### src/rtl/playback_ctrl.sv
`default_nettype none
// ============================================================================
// Module      : playback_ctrl
// Description : Gameplay sequencer for the note chart. Walks through
//               IDLE -> COUNTIN -> PLAY <-> PAUSED -> DONE. It generates the
//               eighth-note tick, the chart position index and the pause
//               qualifier for the note chart ROM/sender and the scoring logic.
//
// Parameters  : TICK_DIV      - CLOCK_50 cycles per eighth note (>= 2)
//               SONG_LEN      - chart length in eighth notes (<= 512)
//               COUNTIN_TICKS - eighth-note ticks of count-in (0..15)
//
// Ports       : CLOCK_50      in   system clock, rising edge
//               reset         in   synchronous, active-high reset
//               start         in   pulse, begin a song from IDLE or DONE
//               pause_req     in   pulse, toggle PLAY <-> PAUSED
//               restart       in   pulse, abort to IDLE from any state
//               state         out  0 IDLE, 1 COUNTIN, 2 PLAY, 3 PAUSED, 4 DONE
//               pos           out  current chart position (eighth-note index)
//               tick          out  pulse, coincident with a pos advance in PLAY
//               countin_pulse out  pulse, one per count-in tick
//               countin_left  out  count-in ticks remaining
//               note_pause    out  high in every state except PLAY
//               song_done     out  pulse, end of chart reached
//
// Build macro : PLAYBACK_LOOP_EN - when defined, the end of the chart wraps
//               back to position 0 and play continues. When undefined, the
//               end of the chart enters DONE.
//
// Revision    : 1.0 - initial release
// ============================================================================
module playback_ctrl #(
  parameter int unsigned TICK_DIV      = 13157895,
  parameter int unsigned SONG_LEN      = 304,
  parameter int unsigned COUNTIN_TICKS = 8
) (
  input  logic       CLOCK_50,
  input  logic       reset,
  input  logic       start,
  input  logic       pause_req,
  input  logic       restart,
  output logic [2:0] state,
  output logic [8:0] pos,
  output logic       tick,
  output logic       countin_pulse,
  output logic [3:0] countin_left,
  output logic       note_pause,
  output logic       song_done
);

  // --------------------------------------------------------------------------
  // Constants
  // --------------------------------------------------------------------------
  typedef enum logic [2:0] {
    ST_IDLE    = 3'd0,
    ST_COUNTIN = 3'd1,
    ST_PLAY    = 3'd2,
    ST_PAUSED  = 3'd3,
    ST_DONE    = 3'd4
  } state_e;

  localparam logic [24:0] C_CNT_LAST = 25'(TICK_DIV - 1);
  localparam logic [8:0]  C_POS_LAST = 9'(SONG_LEN - 1);
  localparam logic [3:0]  C_COUNTIN  = 4'(COUNTIN_TICKS);

  // State entered when the last chart position has been played.
`ifdef PLAYBACK_LOOP_EN
  localparam state_e C_END_STATE = ST_PLAY;
`else
  localparam state_e C_END_STATE = ST_DONE;
`endif

  // --------------------------------------------------------------------------
  // Registers
  // --------------------------------------------------------------------------
  state_e      state_q,         state_d;
  logic [24:0] cnt_q,           cnt_d;
  logic [8:0]  pos_q,           pos_d;
  logic [3:0]  countin_left_q,  countin_left_d;
  logic        tick_q,          tick_d;
  logic        countin_pulse_q, countin_pulse_d;
  logic        song_done_q,     song_done_d;
  logic        note_pause_q,    note_pause_d;

  // --------------------------------------------------------------------------
  // Event decode
  //
  // Every event below already has the priority order folded in:
  // restart beats pause_req, pause_req beats start, and both beat a divider
  // wrap. The next-state and datapath processes can therefore act on each
  // event without re-checking the others.
  // --------------------------------------------------------------------------
  logic w_in_idle;
  logic w_in_countin;
  logic w_in_play;
  logic w_in_paused;
  logic w_in_done;
  logic w_bad_state;
  logic w_cnt_last;
  logic w_abort;
  logic w_launch;
  logic w_pause_in;
  logic w_resume;
  logic w_counting;
  logic w_cin_wrap;
  logic w_cin_last;
  logic w_play_wrap;
  logic w_end_wrap;

  always_comb begin
    w_in_idle    = (state_q == ST_IDLE);
    w_in_countin = (state_q == ST_COUNTIN);
    w_in_play    = (state_q == ST_PLAY);
    w_in_paused  = (state_q == ST_PAUSED);
    w_in_done    = (state_q == ST_DONE);
    w_bad_state  = !(w_in_idle || w_in_countin || w_in_play ||
                     w_in_paused || w_in_done);

    w_cnt_last   = (cnt_q == C_CNT_LAST);

    // A restart while already idle changes nothing. It still blocks a
    // start that arrives in the same cycle.
    w_abort      = restart && !w_in_idle;
    w_launch     = !restart && start && (w_in_idle || w_in_done);

    // pause_req has an effect only in PLAY and PAUSED.
    w_pause_in   = !restart && pause_req && w_in_play;
    w_resume     = !restart && pause_req && w_in_paused;

    // The divider advances during count-in, and during play on any cycle
    // where no pause is taken. A pause that lands on the wrap cycle leaves
    // cnt at its last value, so the wrap occurs on the first cycle after
    // the resume.
    w_counting   = !restart && (w_in_countin || (w_in_play && !pause_req));

    w_cin_wrap   = w_counting && w_in_countin && w_cnt_last;
    w_cin_last   = w_cin_wrap && (countin_left_q == 4'd1);
    w_play_wrap  = w_counting && w_in_play && w_cnt_last;
    w_end_wrap   = w_play_wrap && (pos_q == C_POS_LAST);
  end

  // --------------------------------------------------------------------------
  // Next-state logic
  // --------------------------------------------------------------------------
  always_comb begin
    state_d = state_q;
    if (w_bad_state || w_abort) begin
      state_d = ST_IDLE;
    end else if (w_launch) begin
      // With no count-in configured, start goes straight to PLAY.
      state_d = (C_COUNTIN == 4'd0) ? ST_PLAY : ST_COUNTIN;
    end else if (w_pause_in) begin
      state_d = ST_PAUSED;
    end else if (w_resume) begin
      state_d = ST_PLAY;
    end else if (w_cin_last) begin
      state_d = ST_PLAY;
    end else if (w_end_wrap) begin
      state_d = C_END_STATE;
    end

    // note_pause is registered so that it changes on the same edge as state.
    note_pause_d = (state_d != ST_PLAY);
  end

  // --------------------------------------------------------------------------
  // Eighth-note divider
  //
  // The divider is cleared when entering IDLE, COUNTIN, or PLAY from
  // COUNTIN, so the first tick of each phase comes exactly TICK_DIV counted
  // cycles after entry. It is not cleared on resume from PAUSED.
  // --------------------------------------------------------------------------
  always_comb begin
    cnt_d = cnt_q;
    if (w_bad_state || w_abort || w_launch || w_cin_last) begin
      cnt_d = '0;
    end else if (w_counting) begin
      cnt_d = w_cnt_last ? '0 : (cnt_q + 25'd1);
    end
  end

  // --------------------------------------------------------------------------
  // Count-in bookkeeping
  // --------------------------------------------------------------------------
  always_comb begin
    countin_left_d  = countin_left_q;
    countin_pulse_d = 1'b0;
    if (w_bad_state || w_abort) begin
      countin_left_d = '0;
    end else if (w_launch) begin
      countin_left_d = C_COUNTIN;
    end else if (w_cin_wrap) begin
      countin_pulse_d = 1'b1;
      countin_left_d  = countin_left_q - 4'd1;
    end
  end

  // --------------------------------------------------------------------------
  // Chart position, tick and end-of-chart pulse
  // --------------------------------------------------------------------------
  always_comb begin
    pos_d       = pos_q;
    tick_d      = 1'b0;
    song_done_d = 1'b0;
    if (w_bad_state || w_abort || w_launch) begin
      pos_d = '0;
    end else if (w_play_wrap) begin
      tick_d = 1'b1;
      if (w_end_wrap) begin
        // The position never goes past the last chart entry. It wraps to
        // 0 whether play stops or loops.
        pos_d       = '0;
        song_done_d = 1'b1;
      end else begin
        pos_d = pos_q + 9'd1;
      end
    end
  end

  // --------------------------------------------------------------------------
  // State register
  // --------------------------------------------------------------------------
  always_ff @(posedge CLOCK_50) begin
    if (reset) begin
      state_q         <= ST_IDLE;
      cnt_q           <= '0;
      pos_q           <= '0;
      countin_left_q  <= '0;
      tick_q          <= 1'b0;
      countin_pulse_q <= 1'b0;
      song_done_q     <= 1'b0;
      note_pause_q    <= 1'b1;
    end else begin
      state_q         <= state_d;
      cnt_q           <= cnt_d;
      pos_q           <= pos_d;
      countin_left_q  <= countin_left_d;
      tick_q          <= tick_d;
      countin_pulse_q <= countin_pulse_d;
      song_done_q     <= song_done_d;
      note_pause_q    <= note_pause_d;
    end
  end

  // --------------------------------------------------------------------------
  // Outputs
  // --------------------------------------------------------------------------
  assign state         = state_q;
  assign pos           = pos_q;
  assign tick          = tick_q;
  assign countin_pulse = countin_pulse_q;
  assign countin_left  = countin_left_q;
  assign note_pause    = note_pause_q;
  assign song_done     = song_done_q;

endmodule
`default_nettype wire

### config.mk
export PLATFORM = sky130hd
export DESIGN_NAME = playback_ctrl
export DESIGN_NICKNAME = d
export VERILOG_FILES = /design/src/rtl/playback_ctrl.sv
export SDC_FILE = /design/constraint.sdc
export NUM_CORES = 1
export LEC_CHECK = 0
export CAP_MARGIN = 20
export CELL_PAD_IN_SITES_DETAIL_PLACEMENT = 2
export CELL_PAD_IN_SITES_GLOBAL_PLACEMENT = 2
export CORE_MARGIN = 2
export CORE_UTILIZATION = 34
export CTS_CLUSTER_SIZE = 28
export DETAILED_ROUTE_END_ITERATION = 6
export GPL_TIMING_DRIVEN = 0
export PLACE_DENSITY_LB_ADDON = 0.3
export SYNTH_ARGS = -nofsm -noshare
export SYNTH_HDL_FRONTEND = slang
export SYNTH_SLANG_ARGS = --single-unit
### constraint.sdc
create_clock -name CLOCK_50 -period 2.6 [get_ports CLOCK_50]
set_input_delay 0.52 -clock CLOCK_50 [delete_from_list [all_inputs] [get_ports CLOCK_50]]
set_output_delay 0.52 -clock CLOCK_50 [all_outputs]
set_load 0.01 [all_outputs]
==> results of run 1 <==
==> through the flow <==
step	setup TNS, ns	cell area [um2]	worst slack [ns]
after floorplan	0	2280	0.591
after global placement	-2.72	2620	-0.130
after detailed placement	-4.46	2620	-0.206
after CTS	0	2740	0.0536
after global routing	0	2770	0.0240
final	0	2770	0.196
==> worst max-delay path, stage by stage <==
cell and delay, ns:
clkdlybuf4s50_1 0.42, or3b_1 0.37, buf_6 0.14, a2111oi_4 0.69, nand4_1 0.21, xor2_1 0.21, nor2_2 0.04
==> area by class of cell <==
cell class              count  area, um2
plain buffers              12       73.8
repair buffers             28        270
flip-flops and latches     45        901
multi-input cells         198       1290
clock inverters             2       37.5
fillers                   741       3650
inverters                   6       22.5
well taps                  77       96.3
clock buffers               6       82.6
==> layout by cell type (no fill, tap or decap), drive strengths merged, types with 7 or more instances in the layout <==
cell,count
a21oi,11
xor2,25
buf,10
and4,9
clkbuf,12
clkdlybuf4s50,24
nor2,39
nand3,12
nand4,19
nand2,18
dfxtp,45
o21ai,7
==> registers in the layout, indices dropped and copies added, names as in the netlist <==
register and cells:
song_done 1, pos 9, countin_left 4, cnt_q 25
countin_pulse 1, note_pause 1, state 3, tick 1
==> layer usage <==
layer  vias to the layer above  wire length, um  GRT usage (%)
met5                         -                0              0
met4                         0               86           5.92
met3                        10              123           3.27
met2                        23             3420           33.6
met1                      1007             2850           22.2
li1                        997                -              -
==> cells by family (layout without fill, tap and decap cells) <==
family | count (synthesis) | count (layout)
xor gates and xnor gates | 28 | 28
adders and majority gates | 5 | 5
and+or+nand+nor | 134 | 134
DFF | 45 | 45
AOI/OAI and AO/OA | 31 | 31
buffers and inverters | 18 | 54
==> power by group through the flow <==
stage | logic (mW) | clock network, mW | registers (mW)
after CTS | 0.100 | 0.586 | 0.697
after floorplan | 0.0624 | 0 | 0.713
after global routing | 0.117 | 0.615 | 0.697
after detailed placement | 0.0990 | 0 | 0.713
final | 0.104 | 0.572 | 0.697
after global placement | 0.0966 | 0 | 0.712
==> worst max path at each step <==
| stage | from | to | cells after the start |
|---|---|---|---|
| after global placement | restart | cnt_q[15] | 8 |
| after floorplan | pause_req | cnt_q[22] | 6 |
| after CTS | cnt_q[3] | cnt_q[15] | 7 |
| after detailed placement | restart | cnt_q[13] | 8 |
| final | pause_req | cnt_q[24] | 7 |
| after global routing | pause_req | cnt_q[24] | 7 |
==> what timing repair did <==
item                       CTS  global route
resized for setup            0             4
setup endpoints to repair    0            21
setup buffers                0             4
hold endpoints to repair     0             0
==> qor.txt, run 1 <==
Run status -> complete, no violations
Design Power -> 1.37 mW
Power per standard cell area -> 495 nW/um2
Residual DRC -> 0
Share of synthesized registers carrying an async set or reset -> 0%
Hold endpoint -> pos[8]
Maximum clock skew at final layout -> 0.00867 ns
Hold depth -> 2
Cell internal power dissipation -> 1.05 mW
Highest Clock Rate -> 416 MHz
IR Drop Worst-Case VDD -> 248 uV
Data required time of the critical path -> 2.81 ns
Total instance count after detailed placement -> 362
Number of antenna violations at the first check in global routing -> 0
Main combinational cell family by area after synthesis -> simple AND/OR/NAND/NOR gates
Core Box Area -> 6420 um2
Lkg Pwr -> 0.941 nW
Fraction of final layout cells with drive strength greater than 1 -> 11.4%
Die outline height -> 85.9 um
Worst slew pin tran -> 0.698 ns
Row cnt -> 29
Kind of critical path -> input pin to flip-flop
Die Span X -> 85.9 um
Cell type contributing the most total cell area after synthesis -> dfxtp_1
Synthesized area divided by synthesized cell count -> 8.74 um2
Initial core utilization -> 35.5%
Fraction of synthesized cell area in xor and xnor cells -> 10.7%
Clock network power share -> 41.7%
Detail Route Antenna Nets -> 0
Final worst path period share -> 92.5%
Clock transition at the registers of the reported paths -> 0.09 ns
Routed len/inst -> 17.3 um
Flops & latches, synth -> 45
Fraction of power spent switching nets -> 23.7%
Vias after detailed routing -> 2,037
Final cell utilization of the core -> 43.2%
CTS sink count -> 45
Wire length reported by the detailed router -> 6490 um
Biggest area contributors in the synthesized netlist -> dfxtp_1 39%, xor2_1 9.6%, nor2_1 5.8%
H-tree levels -> 2
Clock tree from TritonCTS -> yes
Flop pwr share -> 50.8%
Minimum setup slack among reg-to-reg paths -> 0.28 ns
GR Overflow Total -> 0
Switching power of the nets -> 0.326 mW
Prevailing post-synth register cell -> dfxtp_1
Area share of the largest cell type after synthesis -> 39.5%
Count of mapped cells out of synthesis -> 261
Post-synthesis adder-cell area fraction -> 2.74%
Maximum clock path buffer count -> 2
Post-route insts no fill -> 374
Sum of net half-perimeters after detailed placement -> 4550 um
Count of boundary I/O pins -> 25
Power share of the combinational group -> 7.6%
Area share of and/or/nand/nor cells after synthesis -> 33.2%
Syn Std Cell Area -> 2280 um2
Violation count after the first detailed-route iteration -> 47
Area added between synthesis and finish -> 21.4%
Per-cell via count in the routed design -> 5.45
Synthesized-area fraction occupied by ao, oa, aoi and oai cells -> 9.70%
Syn Nets -> 271
Hold WS -> 0.518 ns
Shortest clock period the worst path allows after layout -> 2.40 ns
GR Util All Layers -> 18.6%
Number of flops mapped to enable cells by yosys -> 0
Largest net degree at the start of global routing -> 15
Final setup violation count -> 0
Endpoint arrival time on the critical path -> 2.61 ns
Max Slew Vio Count -> 0
Vias in the first global route -> 2,159
Max-Slew Margin vs Limit -> 53.5%
First-pass GRT wire length -> 10,800 um
Path class of the lowest-slack min-delay path -> flip-flop to flip-flop
Reg2reg end -> cnt_q[15]
Final-stage net count -> 306
Category of the worst setup path launch point -> input pin
Crit-path max FO -> 9
Root Driver -> clkbuf_8
Final count of hold timing violations -> 0
Launch instance of the worst min-delay path -> pos[8]
Top cells by count, synth -> 45 x dfxtp_1, 35 x nor2_1, 25 x xor2_1, 18 x nand2_1, 18 x nand4_1
Unique masters post-synth -> 48
Most common cell in the netlist -> dfxtp_1
First-pass detailed-route iteration total -> 4
Hold buffer count at CTS -> 0
Skew-Pair Late Insertion Delay -> 0.31 ns
Routability-driven placement congestion ratio -> 0.747
Number of clock buffers inserted by TritonCTS -> 5
Portion of the post-synthesis area used by sequential elements -> 39.5%
Critical Path End Type -> flip-flop
Multiplexer share of the synthesized area -> 0%
Final antenna diode count -> 0
Unrepaired setup endpoints after global routing -> false
IO Port Bufs -> 24
Number of max-cap violations -> 0
Number of warnings reported in the yosys synthesis log -> 0
Die Area -> 7380 um2
Depth of the most critical reg-to-reg path -> 7
Reg2reg start -> cnt_q[3]
Note: power is estimated with default switching activity, not from simulation.
==> inputs of run 2 (changes only) <==
--- a/config.mk
+++ b/config.mk
@@ -13,6 +13,7 @@
 export CTS_CLUSTER_SIZE = 28
 export DETAILED_ROUTE_END_ITERATION = 6
 export GPL_TIMING_DRIVEN = 0
+export HOLD_SLACK_MARGIN = 0.06
 export PLACE_DENSITY_LB_ADDON = 0.3
 export SYNTH_ARGS = -nofsm -noshare
 export SYNTH_HDL_FRONTEND = slang
==> results of run 2 <==
No change in the layout: final DEF, timing and power equal those of run 1.
